$ cat src/rtl/proc_sequencer.sv
// Instruction sequencer for the 4-register bus processor.
// A host queues 14-bit words {F, Rx, Ry, Data} in a small FIFO.
// The sequencer issues each word with a one-cycle w pulse, then waits for Done.
// It also keeps a retire counter and a Done watchdog with a sticky error flag.
module proc_sequencer #(
  parameter int DEPTH   = 4,
  parameter int AW      = 2,
  parameter int TIMEOUT = 6
) (
  input  logic          Clock,
  input  logic          Reset,
  input  logic [13:0]   InstrIn,
  input  logic          InstrValid,
  output logic          InstrReady,
  input  logic          Go,
  input  logic          ClearErr,
  output logic          w,
  output logic [1:0]    F,
  output logic [1:0]    Rx,
  output logic [1:0]    Ry,
  output logic [7:0]    Data,
  input  logic          Done,
  output logic          Busy,
  output logic          Empty,
  output logic          Full,
  output logic [AW:0]   Count,
  output logic [7:0]    Retired,
  output logic          TimeoutErr
);

  typedef enum logic [1:0] {
    ST_IDLE  = 2'd0,
    ST_ISSUE = 2'd1,
    ST_WAIT  = 2'd2,
    ST_ERR   = 2'd3
  } state_t;

  localparam logic [AW:0] DEPTH_L   = (AW+1)'(DEPTH);
  localparam logic [3:0]  TIMEOUT_L = 4'(TIMEOUT);

  logic [13:0]   mem_q [DEPTH];
  logic [AW-1:0] wr_ptr_q;
  logic [AW-1:0] rd_ptr_q;
  logic [AW:0]   count_q;
  logic [AW:0]   count_d;
  state_t        state_q;
  logic          w_q;
  logic [1:0]    f_q;
  logic [1:0]    rx_q;
  logic [1:0]    ry_q;
  logic [7:0]    data_q;
  logic [7:0]    retired_q;
  logic          err_q;
  logic [3:0]    wcnt_q;

  logic          empty_s;
  logic          full_s;
  logic          push_s;
  logic          pop_s;

  // Occupancy flags come straight from the registered count.
  assign empty_s = (count_q == {(AW+1){1'b0}});
  assign full_s  = (count_q == DEPTH_L);

  // Write and pop qualifiers; a pop only happens on the IDLE->ISSUE step.
  always_comb begin
    push_s = InstrValid & ~full_s;
    if (state_q == ST_IDLE) begin
      pop_s = Go & ~empty_s & ~err_q;
    end else begin
      pop_s = 1'b0;
    end
  end

  // Next occupancy: simultaneous push and pop leave it unchanged.
  always_comb begin
    count_d = count_q;
    case ({push_s, pop_s})
      2'b10:   count_d = count_q + {{AW{1'b0}}, 1'b1};
      2'b01:   count_d = count_q - {{AW{1'b0}}, 1'b1};
      default: count_d = count_q;
    endcase
  end

  // FIFO storage and pointers; the pointers wrap naturally at DEPTH.
  always_ff @(posedge Clock) begin
    if (Reset) begin
      wr_ptr_q <= {AW{1'b0}};
      rd_ptr_q <= {AW{1'b0}};
      count_q  <= {(AW+1){1'b0}};
      for (int i = 0; i < DEPTH; i++) begin
        mem_q[i] <= 14'd0;
      end
    end else begin
      if (push_s) begin
        mem_q[wr_ptr_q] <= InstrIn;
        wr_ptr_q        <= wr_ptr_q + {{(AW-1){1'b0}}, 1'b1};
      end
      if (pop_s) begin
        rd_ptr_q <= rd_ptr_q + {{(AW-1){1'b0}}, 1'b1};
      end
      count_q <= count_d;
    end
  end

  // Issue FSM with its registered processor-bus outputs, retire counter and watchdog.
  always_ff @(posedge Clock) begin
    if (Reset) begin
      state_q   <= ST_IDLE;
      w_q       <= 1'b0;
      f_q       <= 2'd0;
      rx_q      <= 2'd0;
      ry_q      <= 2'd0;
      data_q    <= 8'd0;
      retired_q <= 8'd0;
      err_q     <= 1'b0;
      wcnt_q    <= 4'd0;
    end else begin
      case (state_q)
        ST_IDLE: begin
          if (pop_s) begin
            {f_q, rx_q, ry_q, data_q} <= mem_q[rd_ptr_q];
            w_q                       <= 1'b1;
            state_q                   <= ST_ISSUE;
          end else begin
            w_q <= 1'b0;
          end
        end
        ST_ISSUE: begin
          // Done is deliberately ignored here; the processor has not started yet.
          w_q     <= 1'b0;
          wcnt_q  <= 4'd0;
          state_q <= ST_WAIT;
        end
        ST_WAIT: begin
          w_q <= 1'b0;
          if (Done) begin
            retired_q <= retired_q + 8'd1;
            state_q   <= ST_IDLE;
          end else if ((wcnt_q + 4'd1) == TIMEOUT_L) begin
            wcnt_q  <= wcnt_q + 4'd1;
            err_q   <= 1'b1;
            state_q <= ST_ERR;
          end else begin
            wcnt_q <= wcnt_q + 4'd1;
          end
        end
        ST_ERR: begin
          w_q <= 1'b0;
          if (ClearErr) begin
            err_q   <= 1'b0;
            state_q <= ST_IDLE;
          end
        end
        default: begin
          w_q     <= 1'b0;
          state_q <= ST_IDLE;
        end
      endcase
    end
  end

  assign InstrReady = ~full_s;
  assign Empty      = empty_s;
  assign Full       = full_s;
  assign Count      = count_q;
  assign w          = w_q;
  assign F          = f_q;
  assign Rx         = rx_q;
  assign Ry         = ry_q;
  assign Data       = data_q;
  assign Busy       = (state_q == ST_ISSUE) || (state_q == ST_WAIT);
  assign Retired    = retired_q;
  assign TimeoutErr = err_q;

endmodule

$ cat config.mk
export PLATFORM = sky130hd
export DESIGN_NAME = proc_sequencer
export DESIGN_NICKNAME = d
export VERILOG_FILES = /design/src/rtl/proc_sequencer.sv
export SDC_FILE = /design/constraint.sdc
export NUM_CORES = 1
export LEC_CHECK = 0
export CORE_ASPECT_RATIO = 1.25
export CORE_MARGIN = 2
export CORE_UTILIZATION = 55
export DETAILED_ROUTE_END_ITERATION = 10
export PLACE_DENSITY = 0.79
export SLEW_MARGIN = 20
export SYNTH_ARGS = -nofsm -noshare
export SYNTH_HDL_FRONTEND = slang
export SYNTH_SLANG_ARGS = --single-unit
$ cat constraint.sdc
create_clock -name Clock -period 3.5 [get_ports Clock]
set_clock_uncertainty 0.15 [all_clocks]
set_input_delay 0.525 -clock Clock [delete_from_list [all_inputs] [get_ports Clock]]
set_output_delay 0.525 -clock Clock [all_outputs]
set_load 0.02 [all_outputs]
* Yosys cells after proc, flatten, opt, wreduce, memory -nomap -nowiden
Memory sizes are Yosys's and may differ from the RTL's. A register that Yosys moved wholly into a read port is not among the register bits. Index checks and enable logic that the tools add are counted.
Storage, ports and cells: bits in writable memories 56, word-level logic and storage cells 69, memories 1, output and inout port bits 31, bits in registers 23
Operators by class: $add $sub $neg 6, multiplexer cells 23, bitwise gates (word level) 6, reduce and logical (&&, ||, !) cells 13, eq/ne operators 12
Memory list:
- mem_q | words 4, bits a word 14, read ports 1, clocked after Yosys merged registers in 1, write ports 4, RTL line 41 | logic [13:0] mem_q [DEPTH];
Operators with widths (number):
- two-way mux 14 bit | 1
- OR reduction 14 bit | 1
- two-way mux 1 bit | 11
- two-way mux 2 bit | 5
- adder 8 x 1 -> 8 bit, second input constant | 1
- inequality test 2 bit, second input constant | 4
- case mux 2 bit (4 select lines) | 1
- case mux 4 bit (2 select lines) | 1
- == test 2 bit, second input constant | 3
- case mux 3 bit (2 select lines) | 1
- AND reduction 2 bit | 3
- nonzero test 2 bit | 3
- adder 2 x 1 -> 2 bit, second input constant | 2
- adder 4 x 1 -> 4 bit, second input constant | 1
- == test 2 x 1 -> 1 bit, second input constant | 2
- == test 4 x 3 -> 1 bit, second input constant | 1
- two-way mux 4 bit | 1
- case mux 1 bit (2 select lines) | 2
- AND reduction 4 bit | 1
- adder 3 x 1 -> 3 bit, second input constant | 1
- AND 1 bit | 3
- == test 3 bit, second input constant | 1
- logical NOT 3 bit | 1
- inequality test 3 bit, second input constant | 1
- other kinds (6) | 8

* Longest topological paths before layout
word-level depth 8, depth in mapped cells 11

* Worst setup path before layout
No wires, ideal clock.
kind register to register, start point register count_q[0], in the netlist Count[0], end point register count_q[2], in the netlist Count[2], buffers on the path 1, slack 778 ps, setup time 70 ps, arrival 2502 ps, period minus slack after synthesis 2722 ps, data required time 3280 ps, stages on the path, launching flop included 12, cell sequence dfxtp_1 -> nor3_1 -> nor3b_2 -> nand2_2 -> inv_2 -> buf_2 -> ha_1 -> inv_1 -> fa_1 -> xor2_1 -> or3_1 -> a21oi_1
On the way: word-level cells in the longest chain between the ends 7, elaborated cells between the ends (all ways) 14, those cells by class 2 x add/sub; 3 x eq/ne; 2 x mux; 5 x bitwise; 2 x reduce/logical
Ends and longest elaborated chain:
- start: declaration | RTL line 44 | logic [AW:0] count_q;
- start signal: assignment | RTL line 90 | count_q <= {(AW+1){1'b0}};
- start signal: assignment | RTL line 102 | count_q <= count_d;
- logical NOT 3 bit * | RTL line 62 | assign empty_s = (count_q == {(AW+1){1'b0}});
- via Empty | RTL line 24 | output logic Empty,
- NOT 1 bit * | RTL line 69 | pop_s = Go & ~empty_s & ~err_q;
- AND 1 bit * (2 in series) | RTL line 69
- two-way mux 1 bit * | RTL line 68 | if (state_q == ST_IDLE) begin
- via pop_s | RTL line 59 | logic pop_s;
- == test 2 x 1 -> 1 bit or == test 2 bit (tied branches) | RTL line 78 | case ({push_s, pop_s})
- case mux 3 bit (2 select lines) or nonzero test 2 bit (tied branches)
Mark *: on every way through the listed nets, which the timed path passes. The rest lies on a longest branch. A chain may end at the register's enable or synchronous reset.

* Final worst setup path
start point input port Go, end point register count_q[2], in the netlist Count[2]
On the way: word-level cells in the longest chain between the ends 5, elaborated cells between the ends (all ways) 7, those cells by class 2 x eq/ne; 2 x mux; 2 x bitwise; 1 x reduce/logical
Ends and longest elaborated chain:
- start: declaration | RTL line 15 | input logic Go,
- AND 1 bit * (2 in series) | RTL line 69
- two-way mux 1 bit * | RTL line 68
- == test 2 x 1 -> 1 bit or == test 2 bit (tied branches) | RTL line 78
- case mux 3 bit (2 select lines) or nonzero test 2 bit (tied branches)
Mark *: on every way between the ends. The rest lies on a longest branch, timed or not.

==> summary.md <==
| Metric | Value |
|---|---|
| Nature of the critical path endpoint | `register` |
| Routability congestion estimate from global placement | `0.714` |
| Vias in the first global route | `2618` |
| DR iter-0 viols | `roughly 170` |
| Total clock buffers created by CTS | `9` |
| Fraction of power consumed by the clock network | `0.218` |
| Clk sink count | `93` |
| Final cell utilization of the core | `0.672` |
| Count of flip-flops with a built-in enable after synthesis | `56` |
| Worst relative slew slack | `0.504` |
| Die boundary width | `82.3 µm` |
| Transition time of the tightest slew-check pin | `around 0.74 ns` |
| Aggregate global-route resource usage | `0.197` |
| Final hold slack | `a little over 0.3 ns` |
| Ys async rst share | `0` |
| Hold Fails Final Rpt | `0` |
| Required time at the endpoint of the critical path | `3.63 ns` |
| Final instance area | `roughly 5000 µm²` |
| Final setup TNS | `0 ns` |
| Worst Setup Path Type | `primary input to register` |
| Drt via density | `between 5 and 6` |
| RSZ-0062 raised after global routing | `no` |
| FILL cells | `roughly 560` |
| Mapped Avg Cell Area | `around 12 µm²` |
| Detailed placer's ending HPWL | `between 5 and 6 mm` |
| Part of the total power dissipated in combinational logic | `0.299` |
| Pin count of the biggest net entering global routing | `37` |
| Sw frac | `0.317` |
| Total number of yosys warnings | `0` |
| Share of the clock period used by the worst path | `0.743` |
| Sequential fraction of the synthesis area | `0.574` |
| I/O pin count | `51` |
| R2R Setup Slk | `0.98 ns` |
| Number of inserted diodes | `0` |
| Max Clk Rate | `0.384 GHz` |
| Fraction of final layout cells sized beyond drive strength 1 | `0.158` |
| Worst supply voltage drop on vdd | `0.000315 V` |
| Die extent in y | `102 µm` |
| Insertion delay to the later sink of the worst-skew pair | `0.35 ns` |
| Number of pins exceeding their max-slew limit in the final report | `0` |
| Clock tree buffer depth | `2` |
| Time the worst path needs with I/O delays and setup | `~2.6 ns` |
| Number of antenna violations at the first check in global routing | `0` |
| Core box area | `7400 µm²` |
| Class of the tightest hold or removal check | `register to register` |
| Startpoint class of the critical path | `primary input` |
| First-pass GRT wire length | `about 12 mm` |
| Number of different library cells in the post-synthesis netlist | `50` |
| CTS resizes | `0` |
| Root buffer selected by CTS | `sky130_fd_sc_hd__clkbuf_8` |
| Most frequently used flop master after synthesis | `sky130_fd_sc_hd__edfxtp_1` |
| Post-route DRC violation count | `0` |
| Layout Nets | `428` |
| Clock tree from TritonCTS | `yes` |
| Number of input and output port buffers inserted | `50` |
| Pre-Repair DR Iteration Count | `4` |
| Cell-internal power | `roughly 2.0 mW` |
| Reg power frac | `0.482` |
| Placed insts | `480` |
| Pwr/cell area | `between 500 and 600 nW/µm²` |
| Yosys reg bits | `slightly above 90` |
| Final global-route overflow total | `0` |
| Post-route insts no fill | `496` |
| Std cell rows | `35` |
| Status | `complete, no violations` |
| Total placed instance area | `a little under 5000 µm²` |
| Critical path data arrival time | `roughly 2.7 ns` |
| H-tree levels | `3` |
| Final routed wire length divided by cell count | `15.5 µm` |
| Die Footprint | `roughly 8400 µm²` |
| Count of hold buffers inserted by post-cts repair | `0` |
| Reported max-cap violation count | `0` |
| Post-CTS Setup Repair Bufs | `0` |
| Switching power total | `~910 µW` |
| Setup violations, final | `0` |
| Initial cell density of the core | `0.570` |
| DRT antenna net count | `0` |
| Gate count after technology mapping | `roughly 340` |
| Syn-to-layout area delta | `18.0%` |
| Syn nets | `roughly 370` |
| Leak | `1.77 nW` |
| Routed WL | `roughly 7.7 mm` |
| Summed instance area of the synthesized netlist | `4220 µm²` |
| Vias after detailed routing | `2709` |
| Peak fanout along the critical path | `16` |
| Clock slew at the register clock pins of the worst setup and hold paths | `roughly 0.08 ns` |
-- worst max-delay path, stage by stage --
cell and delay [ns]:
sky130_fd_sc_hd__clkdlybuf4s50_1 0.44, sky130_fd_sc_hd__nor3b_2 0.20, sky130_fd_sc_hd__nand2_2 0.24, sky130_fd_sc_hd__inv_2 0.11, sky130_fd_sc_hd__ha_1 0.18, sky130_fd_sc_hd__inv_1 0.06
sky130_fd_sc_hd__fa_1 0.37, sky130_fd_sc_hd__xor2_1 0.15, sky130_fd_sc_hd__or3_1 0.30, sky130_fd_sc_hd__a21oi_1 0.14
-- power groups by stage --
stage | clock [mW] | sequential [mW] | combinational (mW)
2_1_floorplan | 0 | 1.44 | 0.555
6_report | 0.630 | 1.39 | 0.863
5_1_grt | 0.680 | 1.41 | 0.947
3_3_place_gp | 0 | 1.41 | 0.852
4_1_cts | 0.649 | 1.39 | 0.877
3_5_place_dp | 0 | 1.42 | 0.873
-- cell usage in the layout, fill, tap and decap left out, drive strengths merged, types with 8 or more instances in the layout --
cell | Yosys | layout
xor2 | 8 | 8
nand2 | 46 | 46
dfxtp | 37 | 37
nor2 | 17 | 17
edfxtp | 56 | 56
ha | 8 | 8
clkdlybuf4s50 | 0 | 50
inv | 13 | 14
clkbuf | 4 | 9
buf | 10 | 8
a21oi | 24 | 24
mux4 | 14 | 14
and2 | 58 | 58
-- logic make-up (layout without fill, tap and decap cells) --
family,after synthesis,after routing,share of synthesized area
and+or+nand+nor,148,148,0.205
muxes,15,15,0.0774
AOI/OAI and AO/OA,41,41,0.0567
DFF,93,93,0.574
buffers and inverters,27,87,0.0350
adders and majority gates,9,9,0.0285
xor gates and xnor gates,11,11,0.0229
-- state kept, by name, indices dropped and copies added, names as in the netlist, 3 cells and up --
register and count:
Retired 8, Data 8, mem_q 56, Count 3
wcnt_q 4
-- worst paths after layout --
path / depth (start not counted) / startpoint / endpoint
max: 10 / Go / Count[2]$_SDFFE_PP0P_
min: 2 / Ry[1]$_SDFFE_PP0P_ / Ry[1]$_SDFFE_PP0P_
max reg2reg: 10 / Count[0]$_SDFFE_PP0P_ / Count[2]$_SDFFE_PP0P_
min reg2reg: 2 / Ry[1]$_SDFFE_PP0P_ / Ry[1]$_SDFFE_PP0P_
-- per-stage QoR --
step | total power [mW] | setup WS (ns)
2_1_floorplan | 2.00 | 0.778
3_3_place_gp | 2.26 | 0.585
3_5_place_dp | 2.29 | 0.523
4_1_cts | 2.92 | 0.887
5_1_grt | 3.04 | 0.767
6_report | 2.89 | 0.898
-- metal layers --
metal,up-vias,share of wire,global-route usage
met5,-,0,0
met4,0,0.014,0.0718
met3,10,0.036,0.0274
met2,56,0.54,0.363
met1,1330,0.40,0.231
li1,1313,-,-
-- layout make-up --
class                           count  area (µm²)  area share
Multi-Input combinational cell    224        1650       0.331
Inverter                           13        56.3      0.0113
Sequential cell                    93        2420       0.487
Timing Repair Buffer               58         561       0.113
Clock inverter                      7        50.0      0.0101
Clock buffer                        9         124      0.0249
Tap cell                           92         115      0.0231
-- synthesized netlist by cell type (all sizes together), types with 2 or more instances --
master / count / area [µm²]
xor2: 8 / 70.1
buf: 10 / 76.3
nand2b: 2 / 12.5
o21ai: 6 / 30.0
a311oi: 3 / 26.3
nand2: 46 / 175
a21oi: 24 / 120
edfxtp: 56 / 1680
nor2: 17 / 66.3
o22ai: 2 / 12.5
xnor2: 3 / 26.3
dfxtp: 37 / 741
or3: 5 / 31.3
inv: 13 / 56.3
mux4: 14 / 315
clkbuf: 4 / 15.0
and2: 58 / 392
nand4: 3 / 25.0
o21bai: 2 / 15.0
nor2b: 2 / 12.5
nor3: 4 / 30.0
ha: 8 / 100
or2: 2 / 12.5
nor4: 2 / 27.5
(Power assumes the default switching activity.)
